<file path="config.mk">
export PLATFORM = sky130hd
export DESIGN_NAME = uart_rx
export DESIGN_NICKNAME = d
export VERILOG_FILES = /design/src/rtl/uart_rx.sv
export SDC_FILE = /design/constraint.sdc
export NUM_CORES = 1
export LEC_CHECK = 0
export BUFFER_PORTS_ARGS = -buffer_cell sky130_fd_sc_hd__buf_2
export CORE_ASPECT_RATIO = 0.7
export CORE_MARGIN = 3
export CORE_UTILIZATION = 23
export CTS_BUF_LIST = sky130_fd_sc_hd__clkbuf_4
export DETAILED_ROUTE_END_ITERATION = 8
export GPL_ROUTABILITY_DRIVEN = 1
export HOLD_SLACK_MARGIN = 0.08
export PLACE_DENSITY = 0.45
export SKIP_LAST_GASP = 1
export SYNTH_ARGS = -nofsm -noshare
export SYNTH_HDL_FRONTEND = slang
export SYNTH_SLANG_ARGS = --single-unit
</file>
<file path="constraint.sdc">
create_clock -name i_clock -period 2.4 [get_ports i_clock]
set_input_delay 0.36 -clock i_clock [delete_from_list [all_inputs] [get_ports i_clock]]
set_output_delay 0.36 -clock i_clock [all_outputs]
set_load 0.05 [all_outputs]
</file>
<file path="src/rtl/uart_rx.sv">
// UART receiver: 2-flop synchronizer, mid-bit sampling FSM, one-entry valid/ready output buffer.
// Optional even-parity framing is enabled by defining UART_RX_PARITY_EN.
module uart_rx #(
    parameter int CLOCKS_PER_BIT = 868,
    parameter int DATA_WIDTH     = 8
) (
    input  logic                  i_clock,
    input  logic                  i_reset,
    input  logic                  i_uart_rx,
    output logic [DATA_WIDTH-1:0] o_data,
    output logic                  o_data_valid,
    input  logic                  i_data_ready,
    output logic                  o_frame_error,
    output logic                  o_overrun,
`ifdef UART_RX_PARITY_EN
    output logic                  o_parity_error,
`endif
    output logic [2:0]            o_state_dbg
);

    localparam int CW = (CLOCKS_PER_BIT > 1) ? $clog2(CLOCKS_PER_BIT) : 1;
    localparam int IW = (DATA_WIDTH > 1) ? $clog2(DATA_WIDTH) : 1;
    localparam logic [CW-1:0] HALF_M1  = CW'(CLOCKS_PER_BIT / 2 - 1);
    localparam logic [CW-1:0] FULL_M1  = CW'(CLOCKS_PER_BIT - 1);
    localparam logic [IW-1:0] IDX_LAST = IW'(DATA_WIDTH - 1);

    typedef enum logic [2:0] {
        S_IDLE      = 3'd0,
        S_START     = 3'd1,
        S_DATA      = 3'd2,
`ifdef UART_RX_PARITY_EN
        S_PARITY    = 3'd3,
`endif
        S_STOP      = 3'd4,
        S_WAIT_HIGH = 3'd5
    } state_e;

    state_e                state_q, state_d;
    logic                  rx_meta_q, rx_s_q;
    logic [CW-1:0]         cnt_q, cnt_d;
    logic [IW-1:0]         idx_q, idx_d;
    logic [DATA_WIDTH-1:0] shift_q, shift_d;
    logic [DATA_WIDTH-1:0] data_q, data_d;
    logic                  valid_q, valid_d;
    logic                  frame_err_q, frame_err_d;
    logic                  overrun_q, overrun_d;
    logic                  commit;
`ifdef UART_RX_PARITY_EN
    logic                  par_bad_q, par_bad_d;
    logic                  par_err_q, par_err_d;
`endif

    always_comb begin
        state_d     = state_q;
        cnt_d       = cnt_q + CW'(1);
        idx_d       = idx_q;
        shift_d     = shift_q;
        data_d      = data_q;
        valid_d     = valid_q && !i_data_ready;
        frame_err_d = 1'b0;
        overrun_d   = 1'b0;
        commit      = 1'b0;
`ifdef UART_RX_PARITY_EN
        par_bad_d   = par_bad_q;
        par_err_d   = 1'b0;
`endif
        case (state_q)
            S_IDLE: begin
                cnt_d = '0;
                if (!rx_s_q) state_d = S_START;
            end
            S_START: begin
                if (cnt_q == HALF_M1) begin
                    cnt_d   = '0;
                    idx_d   = '0;
                    // A start bit that is high again at mid-bit was only a glitch.
                    state_d = rx_s_q ? S_IDLE : S_DATA;
                end
            end
            S_DATA: begin
                if (cnt_q == FULL_M1) begin
                    cnt_d   = '0;
                    shift_d = {rx_s_q, shift_q[DATA_WIDTH-1:1]};
                    if (idx_q == IDX_LAST) begin
`ifdef UART_RX_PARITY_EN
                        state_d = S_PARITY;
`else
                        state_d = S_STOP;
`endif
                    end else begin
                        idx_d = idx_q + IW'(1);
                    end
                end
            end
`ifdef UART_RX_PARITY_EN
            S_PARITY: begin
                if (cnt_q == FULL_M1) begin
                    cnt_d     = '0;
                    par_bad_d = (rx_s_q != ^shift_q);
                    state_d   = S_STOP;
                end
            end
`endif
            S_STOP: begin
                if (cnt_q == FULL_M1) begin
                    cnt_d = '0;
`ifdef UART_RX_PARITY_EN
                    par_err_d = par_bad_q;
                    par_bad_d = 1'b0;
`endif
                    if (rx_s_q) begin
                        state_d = S_IDLE;
`ifdef UART_RX_PARITY_EN
                        commit  = !par_bad_q;
`else
                        commit  = 1'b1;
`endif
                    end else begin
                        frame_err_d = 1'b1;
                        state_d     = S_WAIT_HIGH;
                    end
                end
            end
            S_WAIT_HIGH: begin
                cnt_d = '0;
                if (rx_s_q) state_d = S_IDLE;
            end
            default: state_d = S_IDLE;
        endcase

        // A full buffer can still take the new byte if it is drained on this same edge.
        if (commit) begin
            if (!valid_q || i_data_ready) begin
                data_d  = shift_q;
                valid_d = 1'b1;
            end else begin
                overrun_d = 1'b1;
            end
        end
    end

    always_ff @(posedge i_clock) begin
        if (i_reset) begin
            state_q     <= S_IDLE;
            rx_meta_q   <= 1'b1;
            rx_s_q      <= 1'b1;
            cnt_q       <= '0;
            idx_q       <= '0;
            shift_q     <= '0;
            data_q      <= '0;
            valid_q     <= 1'b0;
            frame_err_q <= 1'b0;
            overrun_q   <= 1'b0;
`ifdef UART_RX_PARITY_EN
            par_bad_q   <= 1'b0;
            par_err_q   <= 1'b0;
`endif
        end else begin
            state_q     <= state_d;
            rx_meta_q   <= i_uart_rx;
            rx_s_q      <= rx_meta_q;
            cnt_q       <= cnt_d;
            idx_q       <= idx_d;
            shift_q     <= shift_d;
            data_q      <= data_d;
            valid_q     <= valid_d;
            frame_err_q <= frame_err_d;
            overrun_q   <= overrun_d;
`ifdef UART_RX_PARITY_EN
            par_bad_q   <= par_bad_d;
            par_err_q   <= par_err_d;
`endif
        end
    end

    assign o_data        = data_q;
    assign o_data_valid  = valid_q;
    assign o_frame_error = frame_err_q;
    assign o_overrun     = overrun_q;
`ifdef UART_RX_PARITY_EN
    assign o_parity_error = par_err_q;
`endif
    assign o_state_dbg   = state_q;

endmodule

</file>
==> results of run 1 <==
-- metrics by stage --
| stage | utilization (%) | power [mW] | worst slack [ps] |
|---|---|---|---|
| 3_3_place_gp | 27.6 | 0.873 | 335 |
| 3_5_place_dp | 27.6 | 0.868 | 299 |
| 5_1_grt | 28.8 | 1.37 | 189 |
| 4_1_cts | 28.8 | 1.32 | 286 |
| 6_report | 28.8 | 1.30 | 299 |
| 2_1_floorplan | - | 0.810 | 210 |
-- worst paths after layout --
kind	startpoint	to	cells past startpoint
hold / removal	i_uart_rx	rx_meta_q	2
hold reg to reg	rx_meta_q	rx_s_q	1
setup reg to reg	cnt_q[0]	idx_q[0]	5
setup / recovery	cnt_q[0]	idx_q[0]	5
-- cells in the final DEF (no fill, tap or decap), types with 2 or more instances in the layout --
cell type | netlist | final
a21oi_1 | 9 | 9
buf_2 | 1 | 17
buf_4 | 0 | 6
clkbuf_4 | 0 | 5
dfxtp_1 | 37 | 37
ha_1 | 4 | 4
inv_1 | 2 | 2
mux2i_1 | 13 | 13
nand2_1 | 8 | 8
nand2b_1 | 7 | 7
nand3_1 | 4 | 4
nand4_1 | 11 | 11
nor2_1 | 25 | 25
nor2b_1 | 4 | 4
nor3_1 | 2 | 2
nor3b_1 | 2 | 2
nor4_1 | 3 | 3
nor4_4 | 2 | 2
o21ai_0 | 9 | 9
or2_2 | 2 | 2
xnor2_1 | 4 | 4
xor2_1 | 6 | 6
-- layer usage --
| layer | vias up | global-route usage [%] | wire [um] |
|---|---|---|---|
| li1 | 712 | - | - |
| met5 | - | 0 | 0 |
| met3 | 5 | 3.17 | 149 |
| met1 | 641 | 15.2 | 2210 |
| met4 | 0 | 2.99 | 39 |
| met2 | 18 | 12.2 | 1370 |
-- power breakdown --
part	switching (mW)	internal [mW]
clock	0.227	0.221
sequential	0.0121	0.628
combinational	0.129	0.0839
total	0.368	0.932
-- kinds of logic (layout without fill, tap and decap cells) --
family / count (synthesis) / count (layout)
mux: 15 / 15
flops: 37 / 37
fa+ha+maj: 4 / 4
simple gates: 81 / 81
compound gates: 28 / 28
xor+xnor: 10 / 10
buf+inv: 12 / 33
-- worst reg2reg max path, cell delays in order, from the launching register on --
cell      delay (ps)
dfxtp_1          410
ha_1             260
nand2b_1         190
or4_1            560
a21oi_2          240
mux2_1           340
-- area by class of cell --
type | instances | area, um2
clock buffers | 5 | 37.5
repair buffers | 23 | 130
clock inverters | 3 | 46.3
well taps | 94 | 118
inverters | 2 | 7.51
fillers | 756 | 5010
flip-flops and latches | 37 | 741
multi-input cells | 138 | 948
-- flip-flops by register name, indices dropped and copies added (netlist names) --
name / count
o_overrun: 1
shift_q: 8
rx_s_q: 1
o_data: 8
rx_meta_q: 1
o_data_valid: 1
o_state_dbg: 3
cnt_q: 10
o_frame_error: 1
idx_q: 3
==> results.py, run 1 <==
metrics = {
    "floorplan": {
        "chipHeight_um": 78.8,
        "core.rowCount": 25,
        "initial_core_util_pct": 24.8,
        "die-area_mm2": 0.00867,
        "die_x_um": 110,
        "core_region_area_mm2": 0.00704,
        "io-pin-count": 18,
    },
    "synthesis": {
        "synth.ff_latch_count": 37,
        "yosysMostFrequentCell": "dfxtp_1",
        "yosys.area.top_type": "dfxtp_1",
        "ys_types": 46,
        "async_flop_share_pct": 0,
        "yosys.area_share.simple_pct": 27.6,
        "yosysSeqAreaShare_pct": 42.5,
        "synth_xor_xnor_area_share_pct": 5.03,
        "mappedNetlistNets": 195,
        "synth_fa_ha_area_share_pct": 2.87,
        "synth-compound-area-share_pct": 10.2,
        "netlist_instances": 187,
        "yosys-top-cells-count": "dfxtp_1, nor2_1, mux2i_1",
        "synth_top_family_by_area": "simple AND/OR/NAND/NOR gates",
        "yosys-top-cells-area": "dfxtp_1, mux2i_1, nor2_1",
        "synth-edff-count": 0,
        "synth_area_mm2": 0.00174,
        "syn_avg_cell_area_um2": 9.32,
        "synth-main-ff-cell": "dfxtp_1",
        "yosys_warnings": 0,
        "synthMuxAreaShare_pct": 8.76,
        "synth.top_cell.area_share_pct": 42.5,
    },
    "power_and_ir_drop": {
        "power_density_mw_per_mm2": 641,
        "p_leak_nw": 0.744,
        "irDropWorstVdd_mv": 0.236,
    },
    "timing": {
        "relSlewSlack_pct": 64.4,
        "hold_viol_final": 0,
        "grt_setup_unrepaired": "false",
        "timing.setup.tns_ps": 0,
        "final.setup_skew_ps": 17.0,
        "hold_ws_ps": 191,
        "min_period_ps": 2100,
        "final_max_slew_viol_count": 0,
        "max_slew.worst_pin.slew_ps": 530,
        "max_freq_ghz": 0.476,
        "fin_crit_sh_pct": 87.5,
        "setup_viol": 0,
    },
    "worst_setup_path": {
        "crit_buf_inv": 0,
        "cp_max_fo": 5,
        "reg2reg_slack_ps": 300,
        "crit_family": "simple AND/OR/NAND/NOR gates",
        "crit_type": "reg -> reg",
        "start_kind": "flop",
        "path_cells": "ha_1 -> nand2b_1 -> or4_1 -> a21oi_2 -> mux2_1",
        "cp_slowest_cell": "or4_1",
        "critPathCaptureType": "flop",
        "crit_arrival_ps": 2340,
        "critPathRequiredTime_ps": 2640,
        "critPathMaxStageDelay_ps": 560,
    },
    "grt": {
        "grt_pass1_wl_mm": 6.57,
        "grt_use_total_pct": 9.74,
        "grt.overflow.total": 0,
        "antenna_found_initial": 0,
        "grt_start_max_net_pins": 32,
        "grt_pass1_vias": 1333,
    },
    "routing": {
        "avgViaCountPerCell": 4.56,
        "drc": 0,
        "vias": 1376,
        "totalWireLength_mm": 3.77,
        "wl_per_cell_um": 12.5,
        "first_pass_iters": 4,
        "drt-initial-drc-count": 67,
        "final_antenna_net_count": 0,
    },
    "place": {
        "place_congestion": 0.709,
        "placed_cells": 294,
        "place_hpwl_mm": 2.68,
        "io_buffers": 17,
        "dpl_cell_area_mm2": 0.00194,
    },
    "final_layout": {
        "diodes": 0,
        "area_growth_pct": 16.4,
        "stdcell_count": 302,
        "fin_nets": 215,
        "drive_gt1_share_pct": 20.2,
        "fin_area_mm2": 0.00203,
    },
    "status": {
        "status": "finished, final reports clean",
    },
    "clock_tree": {
        "cts_hold_buf": 0,
        "cts_buffers": 5,
        "cts_buffer_depth": 2,
        "clock_latency_ps": 350,
        "cts_repair_resize_count": 0,
        "clk_pin_slew_ps": 110,
        "cts_setup_buffers": 0,
        "cts_tree": "done",
        "cts.sinks": 37,
        "cts_root_buffer": "clkbuf_4",
        "htreeDepth": 2,
    },
    "min_path": {
        "hp-class": "in -> reg",
    },
    "flow_run": {
        "cap_violations": 0,
    },
}
Power figures use the tool's default switching activity.
==> run 2: changes to the inputs <==
RECOVER_POWER = 25   (was unset)
==> results.py, run 2 (synthesis gave the netlist of run 1 again) <==
metrics = {
    "status": {
        "status": "finished, final reports clean",
    },
    "timing": {
        "relSlewSlack_pct": 14.4,
        "max_slew.worst_pin.slew_ps": 1280,
        "setup_viol": 0,
        "min_period_ps": 2100,
        "hold_ws_ps": 191,
        "timing.setup.tns_ps": 0,
        "grt_setup_unrepaired": "false",
        "hold_viol_final": 0,
        "final.setup_skew_ps": 17.1,
        "final_max_slew_viol_count": 0,
        "max_freq_ghz": 0.476,
        "fin_crit_sh_pct": 87.5,
    },
    "clock_tree": {
        "cts_buffers": 5,
        "clk_pin_slew_ps": 110,
        "cts.sinks": 37,
        "cts_buffer_depth": 2,
        "htreeDepth": 2,
        "cts_tree": "done",
        "clock_latency_ps": 350,
        "cts_setup_buffers": 0,
        "cts_repair_resize_count": 0,
        "cts_hold_buf": 0,
        "cts_root_buffer": "clkbuf_4",
    },
    "routing": {
        "drt-initial-drc-count": 84,
        "final_antenna_net_count": 0,
        "wl_per_cell_um": 12.5,
        "first_pass_iters": 4,
        "vias": 1379,
        "drc": 0,
        "totalWireLength_mm": 3.79,
        "avgViaCountPerCell": 4.57,
    },
    "worst_setup_path": {
        "r2r_end": "idx_q[0]",
        "reg2regPathDepth": 5,
        "reg2reg_slack_ps": 300,
        "cp_max_fo": 5,
        "regToRegStartpoint": "cnt_q[0]",
        "critPathRequiredTime_ps": 2640,
        "start_kind": "flop",
        "critPathCaptureType": "flop",
        "crit_type": "reg -> reg",
        "crit_arrival_ps": 2340,
    },
    "grt": {
        "grt_pass1_wl_mm": 6.57,
        "grt.overflow.total": 0,
        "grt_start_max_net_pins": 32,
        "antenna_found_initial": 0,
        "grt_use_total_pct": 9.74,
        "use_met1_pct": 15.2,
        "grt_use_met3_pct": 3.17,
        "grt_pass1_vias": 1333,
        "grt.busiest_layer": "met1",
        "met2_usage_pct": 12.2,
    },
    "final_layout": {
        "layout_common_cells": "dfxtp_1, nor2_1, mux2i_1",
        "fillers": 762,
        "stdcell_count": 302,
        "fin_nets": 215,
        "regMostFlops": "cnt_q",
        "largest_reg_flops": 10,
        "diodes": 0,
        "area_growth_pct": 15.6,
        "fin_util_pct": 28.6,
        "layout_commonest_cell": "dfxtp_1",
        "drive_gt1_share_pct": 14.9,
    },
    "power_and_ir_drop": {
        "switchingPower_mw": 0.367,
        "p_comb_share_pct": 16.3,
        "p_leak_nw": 0.697,
        "power_density_mw_per_mm2": 645,
        "pwr-share-seq_pct": 49.2,
        "power_mw": 1.30,
        "netSwitchingFraction_pct": 28.3,
        "intPower_mw": 0.932,
        "clkPwrFrac_pct": 34.4,
        "irDropWorstVdd_mv": 0.236,
    },
    "min_path": {
        "hp-start": "i_uart_rx",
        "holdPathEnd": "rx_meta_q",
        "hold_depth": 2,
        "hp-class": "in -> reg",
    },
    "flow_run": {
        "cap_violations": 0,
    },
    "floorplan": {
        "io-pin-count": 18,
        "die-area_mm2": 0.00867,
        "chipHeight_um": 78.8,
        "core_region_area_mm2": 0.00704,
        "core.rowCount": 25,
        "initial_core_util_pct": 24.8,
        "die_x_um": 110,
    },
    "place": {
        "place_hpwl_mm": 2.68,
        "place_congestion": 0.709,
        "placed_cells": 294,
        "io_buffers": 17,
    },
}
run 2: layout make-up:
class                   count  area, um2  share of cell area, %
repair buffers             23        116                   5.78
well taps                  94        118                   5.84
inverters                   2       7.51                  0.373
multi-input cells         138        948                   47.1
flip-flops and latches     37        741                   36.8
clock inverters             3       46.3                   2.30
clock buffers               5       37.5                   1.86
run 2: per-layer routing:
layer / vias to the layer above / part of all wire [%]
met5: - / 0
met4: 0 / 1.0
met3: 5 / 4.0
met2: 18 / 36
met1: 648 / 59
li1: 708 / -
run 2: how the worst max path moves through the flow:
stage | end | from
final | idx_q[0] | cnt_q[0]
after global routing | o_data[7] | cnt_q[8]
after CTS | idx_q[0] | cnt_q[0]
after detailed placement | idx_q[0] | cnt_q[0]
after global placement | idx_q[0] | cnt_q[0]
after floorplan | idx_q[0] | o_state_dbg[1]
run 2: power groups by stage:
stage          registers, mW  logic, mW  clock network, mW
2_1_floorplan          0.683      0.128                  0
3_3_place_gp           0.653      0.219                  0
3_5_place_dp           0.654      0.214                  0
4_1_cts                0.640      0.215              0.463
5_1_grt                0.642      0.235              0.496
6_report               0.640      0.212              0.447
run 2: stage by stage:
step           area (um2)  setup slack [ps]
3_5_place_dp         1940               299
5_1_grt              2010               146
4_1_cts              2030               286
6_report             2010               301
2_1_floorplan        1740               210
3_3_place_gp         1940               335
run 2: critical path: stages (launching register included):
cell and delay, ps:
dfxtp_1 410, ha_1 260, nand2b_1 190, or4_1 560
a21oi_2 240, mux2_1 340
==> run 3: changes to the inputs <==
CORE_UTILIZATION = 45   (was 23)
PLACE_DENSITY = 0.71   (was 0.45)
==> results.py, run 3 (synthesis gave the netlist of run 1 again) <==
metrics = {
    "clock_tree": {
        "cts_setup_buffers": 0,
        "clk_pin_slew_ps": 110,
        "htreeDepth": 2,
        "cts_repair_resize_count": 0,
        "cts_hold_buf": 0,
        "cts_tree": "done",
        "cts_buffer_depth": 2,
        "clock_latency_ps": 340,
        "cts.sinks": 37,
        "cts_buffers": 5,
        "cts_root_buffer": "clkbuf_4",
    },
    "timing": {
        "setup_viol": 0,
        "relSlewSlack_pct": 15.7,
        "min_period_ps": 2120,
        "final_max_slew_viol_count": 0,
        "hold_viol_final": 0,
        "timing.setup.tns_ps": 0,
        "setup_ws_ps": 277,
        "max_freq_ghz": 0.471,
        "fin_crit_sh_pct": 88.5,
        "grt_setup_unrepaired": "false",
        "max_slew.worst_pin.slew_ps": 1260,
        "final.setup_skew_ps": 13.8,
    },
    "final_layout": {
        "largest_reg_flops": 10,
        "diodes": 0,
        "area_growth_pct": 10.8,
        "regMostFlops": "cnt_q",
        "stdcell_count": 258,
        "drive_gt1_share_pct": 14.9,
        "layout_commonest_cell": "dfxtp_1",
        "fin_nets": 215,
        "layout_common_cells": "dfxtp_1, nor2_1, mux2i_1",
        "fin_area_mm2": 0.00193,
    },
    "routing": {
        "drt-initial-drc-count": 65,
        "first_pass_iters": 4,
        "totalWireLength_mm": 3.35,
        "avgViaCountPerCell": 5.22,
        "drc": 0,
        "vias": 1346,
        "wl_per_cell_um": 13.0,
        "final_antenna_net_count": 0,
    },
    "worst_setup_path": {
        "critPathCaptureType": "flop",
        "crit_arrival_ps": 2350,
        "start_kind": "flop",
        "reg2regPathDepth": 5,
        "reg2reg_slack_ps": 280,
        "r2r_end": "idx_q[0]",
        "regToRegStartpoint": "cnt_q[0]",
        "critPathMaxStageDelay_ps": 560,
        "cp_max_fo": 5,
        "crit_type": "reg -> reg",
        "crit_family": "simple AND/OR/NAND/NOR gates",
        "crit_buf_inv": 0,
        "critPathRequiredTime_ps": 2630,
        "cp_slowest_cell": "or4_1",
        "path_cells": "ha_1 -> nand2b_1 -> or4_1 -> a21oi_2 -> mux2_1",
    },
    "place": {
        "placed_cells": 250,
        "dp_worst_setup_slack_ps": 313,
        "place_congestion": 0.777,
        "place_hpwl_mm": 2.37,
        "io_buffers": 17,
        "dpl_cell_area_mm2": 0.00189,
    },
    "power_and_ir_drop": {
        "irDropWorstVdd_mv": 0.362,
        "power_density_mw_per_mm2": 609,
        "power_mw": 1.18,
        "p_leak_nw": 0.691,
    },
    "grt": {
        "grt_pass1_wl_mm": 5.67,
        "grt.overflow.total": 0,
        "grt_use_total_pct": 15.7,
        "antenna_found_initial": 0,
        "grt_pass1_vias": 1199,
        "grt_start_max_net_pins": 32,
    },
    "min_path": {
        "hp-start": "i_uart_rx",
        "hold_depth": 2,
        "hp-class": "in -> reg",
        "holdPathEnd": "rx_meta_q",
    },
    "floorplan": {
        "io-pin-count": 18,
        "die_x_um": 80.4,
        "core_region_area_mm2": 0.00363,
        "initial_core_util_pct": 48.1,
        "chipHeight_um": 58.1,
        "core.rowCount": 18,
        "die-area_mm2": 0.00467,
    },
    "flow_run": {
        "cap_violations": 0,
    },
    "status": {
        "status": "finished, final reports clean",
    },
}
-- run 3: metrics by stage --
stage / util [%] / hold WS, ps
finish: 53.2 / 198
global route: 53.2 / 197
CTS: 53.6 / 183
detailed placement: 52.1 / 393
global placement: 52.1 / 391
floorplan: - / 389
-- run 3: where the power goes --
part	switching (mW)	internal, mW	leakage [nW]
logic	0.127	0.0830	0.357
clock network	0.203	0.123	0.0354
registers	0.0120	0.627	0.299
total	0.343	0.833	0.691
-- run 3: area by class of cell --
cell class | instances | area (um2)
Fill cell | 338 | 1700
Tap cell | 50 | 62.6
Sequential cell | 37 | 741
Clock inverter | 2 | 10.0
Inverter | 2 | 7.51
Clock buffer | 6 | 45.0
Timing Repair Buffer | 23 | 116
Multi-Input combinational cell | 138 | 948
-- run 3: metal layers --
layer / part of all wire, % / wire length, um / global-route usage, % / vias up
li1: - / - / - / 707
met1: 58 / 1930 / 24.8 / 606
met2: 37 / 1250 / 19.7 / 26
met3: 3.8 / 128 / 4.66 / 7
met4: 1.3 / 45 / 5.06 / 0
met5: 0 / 0 / 0 / -
-- run 3: worst max path at each step --
stage / cells after the start / slack [ps] / endpoint / from
after floorplan: 4 / 210 / idx_q[0] / o_state_dbg[1]
after global placement: 5 / 370 / idx_q[0] / cnt_q[0]
after detailed placement: 5 / 310 / idx_q[0] / cnt_q[0]
after CTS: 5 / 290 / idx_q[0] / cnt_q[0]
after global routing: 5 / 170 / idx_q[0] / cnt_q[0]
final: 5 / 280 / idx_q[0] / cnt_q[0]
